`config.mk`:
```
export PLATFORM = sky130hd
export DESIGN_NAME = intersection_ctrl
export DESIGN_NICKNAME = d
export VERILOG_FILES = /design/src/rtl/intersection_ctrl.sv
export SDC_FILE = /design/constraint.sdc
export NUM_CORES = 1
export LEC_CHECK = 0
export ABC_AREA = 1
export CORE_UTILIZATION = 55
export DETAILED_ROUTE_END_ITERATION = 10
export GPL_TIMING_DRIVEN = 0
export PLACE_DENSITY = 0.81
export SLEW_MARGIN = 30
export SYNTH_ARGS = -nofsm -noshare
export SYNTH_HDL_FRONTEND = slang
export SYNTH_SLANG_ARGS = --single-unit
```
`constraint.sdc`:
```
create_clock -name clk -period 4.2 [get_ports clk]
set_input_delay 0.84 -clock clk [delete_from_list [all_inputs] [get_ports clk]]
set_output_delay 0.84 -clock clk [all_outputs]
set_load 0.05 [all_outputs]
```
`src/rtl/intersection_ctrl.sv`:
```
// Traffic intersection controller: two-direction lamp sequencing with all-red
// clearance, latched pedestrian walk phase and emergency preemption.
module intersection_ctrl #(
  parameter int DW = 4
) (
  input  logic          clk,
  input  logic          reset,
  input  logic          set_i,
  input  logic [DW-1:0] gin_i,
  input  logic [DW-1:0] yin_i,
  input  logic [DW-1:0] ain_i,
  input  logic [DW-1:0] win_i,
  input  logic          ped_i,
  input  logic          emg_i,
  output logic          ns_g_o,
  output logic          ns_y_o,
  output logic          ns_r_o,
  output logic          ew_g_o,
  output logic          ew_y_o,
  output logic          ew_r_o,
  output logic          walk_o,
  output logic          ped_pend_o
);

  typedef enum logic [2:0] {
    NS_GRN, NS_YEL, AR1, EW_GRN, EW_YEL, AR2, WALK, EMG
  } state_t;

  localparam logic [DW-1:0] ONE = DW'(1);

  state_t        state_q, state_d;
  logic [DW-1:0] cnt_q, cnt_d;
  logic          pend_q, pend_d;
  logic          resume_ew_q, resume_ew_d;
  logic [DW-1:0] g_q, g_d, y_q, y_d, a_q, a_d, w_q, w_d;
  logic [DW-1:0] dur;
  logic          expire;

  always_ff @(posedge clk or posedge reset) begin
    if (reset) begin
      state_q     <= NS_GRN;
      cnt_q       <= '0;
      pend_q      <= 1'b0;
      resume_ew_q <= 1'b1;
      g_q         <= ONE;
      y_q         <= ONE;
      a_q         <= ONE;
      w_q         <= ONE;
    end else begin
      state_q     <= state_d;
      cnt_q       <= cnt_d;
      pend_q      <= pend_d;
      resume_ew_q <= resume_ew_d;
      g_q         <= g_d;
      y_q         <= y_d;
      a_q         <= a_d;
      w_q         <= w_d;
    end
  end

  always_comb begin
    dur = a_q;
    case (state_q)
      NS_GRN, EW_GRN: dur = g_q;
      NS_YEL, EW_YEL: dur = y_q;
      WALK:           dur = w_q;
      default:        dur = a_q;
    endcase
  end

  // A stored duration of zero behaves as one cycle.
  assign expire = (dur == '0) || (cnt_q == dur - ONE);

  always_comb begin
    state_d     = state_q;
    cnt_d       = cnt_q + ONE;
    pend_d      = pend_q | (ped_i && (state_q != WALK));
    resume_ew_d = resume_ew_q;
    g_d         = g_q;
    y_d         = y_q;
    a_d         = a_q;
    w_d         = w_q;
    if (set_i) begin
      g_d     = gin_i;
      y_d     = yin_i;
      a_d     = ain_i;
      w_d     = win_i;
      state_d = NS_GRN;
      cnt_d   = '0;
      pend_d  = 1'b0;
    end else begin
      case (state_q)
        NS_GRN: if (emg_i || expire) begin state_d = NS_YEL; cnt_d = '0; end
        NS_YEL: if (expire) begin state_d = AR1; cnt_d = '0; end
        EW_GRN: if (emg_i || expire) begin state_d = EW_YEL; cnt_d = '0; end
        EW_YEL: if (expire) begin state_d = AR2; cnt_d = '0; end
        AR1, AR2: begin
          if (expire) begin
            cnt_d = '0;
            if (emg_i) begin
              state_d = EMG;
            end else if (pend_q) begin
              state_d     = WALK;
              pend_d      = 1'b0;
              resume_ew_d = (state_q == AR1);
            end else begin
              state_d = (state_q == AR1) ? EW_GRN : NS_GRN;
            end
          end
        end
        WALK: begin
          if (emg_i) begin
            state_d = EMG;
            cnt_d   = '0;
          end else if (expire) begin
            state_d = resume_ew_q ? EW_GRN : NS_GRN;
            cnt_d   = '0;
          end
        end
        EMG: begin
          cnt_d = '0;
          if (!emg_i) state_d = NS_GRN;
        end
        default: begin
          state_d = NS_GRN;
          cnt_d   = '0;
        end
      endcase
    end
  end

  assign ns_g_o     = (state_q == NS_GRN);
  assign ns_y_o     = (state_q == NS_YEL);
  assign ns_r_o     = !(ns_g_o || ns_y_o);
  assign ew_g_o     = (state_q == EW_GRN);
  assign ew_y_o     = (state_q == EW_YEL);
  assign ew_r_o     = !(ew_g_o || ew_y_o);
  assign walk_o     = (state_q == WALK);
  assign ped_pend_o = pend_q;

endmodule

```
==> reports/results.ini <==
[power]
powerDensity_nw_per_um2=656.1
leakagePower_uw=0.0009308
vdd_ir_drop_max_mv=0.5141

[worst_setup_path]
worst_setup_path_start_kind=flip-flop
worstSetupPathType=flip-flop to output port
worstPathRequired_ns=3.36
slowest_stage=clkdlybuf4s50_1
worstPathCellList=buf_4 > inv_1 > nand3_1 > inv_1 > clkdlybuf4s50_1
slowest_delay_ns=0.84
cp.arrival_ns=2.21
timing.rr.start=state_q[0]$_DFFE_PP0P_
reg2regPathDepth=18
cp-end-kind=output port
rrSetupSlack_ns=1.67
r2r-end=state_q[2]$_DFFE_PP0P_
crit_path_frequent_cell=inv_1
path_max_fanout=8

[finish]
drive_above_1_share=0.1106
final_common_cell=nand2_1
stdcell_count=265
nNetsFinal=259
final_cell_mix=78 x nand2_1, 28 x clkdlybuf4s50_1, 20 x inv_1, 20 x dfrtp_1, 16 x nand3_1
areaGrowthSynthToFinish_pct=23.36
antenna_cells=0

[grt]
grt_pass1_vias=1252
grt_pass1_wl_um=5326
grt-ovfl-total=0
antenna_found_initial=0
grtUsageTotal=0.2556
grt_max_degree=26

[timing]
clock_skew_ns=0.001172
period_needed_ns=3.052
finalSetupViolations=0
rsz0062_at_grt=no
fmax_mhz=327.6
min_period_over_period=0.7268
holdWs_ns=0.4732
final-hold-violation-count=0
setup-tns-final_ns=0
slew_headroom=0.6577
worstMarginPinSlew_ns=0.5127
slew_viol_final=0

[synthesis]
ys_ff_latch=25
synthSimpleGateAreaFrac=0.4121
yosysTopAreaCellShare=0.3398
synth_area_um2=1473
synth_cells=203
synthXorXnorAreaFrac=0.01784
synth_nets=226
synth_top_area_cell=dfrtp_1
synthTopCellsByArea=dfrtp_1 34%, nand2_1 20%, dfstp_2 8.9%, nand3_1 5.4%, inv_1 5.4%
synth_compound_area_frac=0.05183
synth.avg_cell_area_um2=7.254
yosysSeqAreaShare=0.4291
synth-warning-count=0
synth_fa_ha_area_frac=0.01699
synth_top_family_by_area=simple AND/OR/NAND/NOR gates
synth_cell_types=27
muxShareOfSynthArea=0

[min_path]
min_to=y_q[0]$_DFFE_PP1P_
min-delay-start=y_q[0]$_DFFE_PP1P_
hold_depth=2
hp-class=flip-flop to flip-flop

[place]
gp_congestion=0.8429
port_buffers=28
dpl.cell_count=261
dpl.hpwl_um=2479

[floorplan]
ios=29
die_h_um=53.75
fp-row-count=18
die_w_um=53.75
core_um2=2500
initial_core_util=0.5891
dieArea_um2=2889

[clock_network]
htreeDepth=1
numCtsBuffers=3
cts_sinks=25
clockBufferDepth=2
worstSkewPairLatency_ns=0.32
post_cts_buffers=0
path_clk_slew_ns=0.13
cts_resized=0
cts_hold_buf=0
cts-root-buf=clkbuf_4
cts_tree=built

[flow_run]
max_cap_viol_count=0

[route]
drcViolationCount=0
via_count=1405
wirelength_um=3273
via_per_inst=5.302
ant_nets=0
wire_per_inst_um=12.35
drtPass1Iterations=4
drtIter0Drc=51

[status]
status=completed

through the flow:
| stage | setup slack [ns] | cell area (um2) | utilization | power [uW] |
|---|---|---|---|---|
| after global placement | 1.489 | 1790 | 0.7162 | 1060 |
| after floorplan | 1.735 | 1473 | - | 895.6 |
| after CTS | 1.138 | 1817 | 0.7267 | 1188 |
| after detailed placement | 1.512 | 1790 | 0.7162 | 1076 |
| after global routing | 1.017 | 1817 | 0.7267 | 1290 |
| final | 1.148 | 1817 | 0.7267 | 1192 |
cell usage after synthesis:
cell      count
o21ai_1       1
nand2_4       1
nand3_4       1
nor2_2        4
dfrtp_1      20
o211ai_1      1
nand4_1       5
a211o_1       1
clkbuf_1      3
inv_2         1
buf_4         1
xnor2_1       1
xor2_1        2
nor3_1        7
a21oi_1       3
nand3b_2      1
o21ai_0       8
nand3_2       3
inv_1        21
and3_1        1
nand2_1      78
nand2_2       4
nand3_1      16
dfstp_2       5
nor2_1       11
ha_1          2
buf_2         1
flip-flops by register name, indices dropped and copies added, names as in the netlist:
signal       flops
a_q              4
cnt_q            4
g_q              4
ped_pend_o       1
resume_ew_q      1
state_q          3
w_q              4
y_q              4
worst max-delay path: cells and delay by family (launching register included):
family	cells	cell delay [ns]
simple gates	1	0.22
flops	1	0.39
buf+inv	4	1.29
layout make-up:
| class | count | area, um2 |
|---|---|---|
| Sequential cell | 25 | 631.9 |
| Inverter | 22 | 82.58 |
| Buffer | 5 | 23.77 |
| Tap cell | 30 | 37.54 |
| Clock buffer | 4 | 26.28 |
| Fill cell | 208 | 683.2 |
| Multi-Input combinational cell | 151 | 734.5 |
| Timing Repair Buffer | 28 | 280.3 |
worst max-delay path by stage:
stage                                 startpoint     end  slack [ns]
after floorplan           state_q[0]$_DFFE_PP0P_  ew_r_o        1.73
after global placement    state_q[0]$_DFFE_PP0P_  walk_o        1.49
after detailed placement  state_q[0]$_DFFE_PP0P_  walk_o        1.51
after CTS                 state_q[0]$_DFFE_PP0P_  walk_o        1.14
after global routing      state_q[0]$_DFFE_PP0P_  walk_o        1.02
final                     state_q[0]$_DFFE_PP0P_  walk_o        1.15
where the power goes:
| group | total [uW] | leakage (uW) | switching, uW | internal, uW |
|---|---|---|---|---|
| sequential | 307 | 0.000306 | 29.9 | 277 |
| combinational | 777 | 0.000610 | 518 | 260 |
| clock | 108 | 0.0000150 | 70.6 | 37.2 |
cell families after synthesis:
group           count (synthesis)
fa+ha+maj                       2
compound gates                 14
simple gates                  132
buf+inv                        27
flops                          25
xor+xnor                        3
layer usage:
| metal | up-vias | share of wire | global-route usage |
|---|---|---|---|
| li1 | 709 | - | - |
| met1 | 650 | 0.44 | 0.3246 |
| met2 | 41 | 0.50 | 0.4424 |
| met3 | 5 | 0.049 | 0.03107 |
| met4 | 0 | 0.010 | 0.08772 |
| met5 | - | 0 | 0 |
Note: power is estimated with default switching activity, not from simulation.
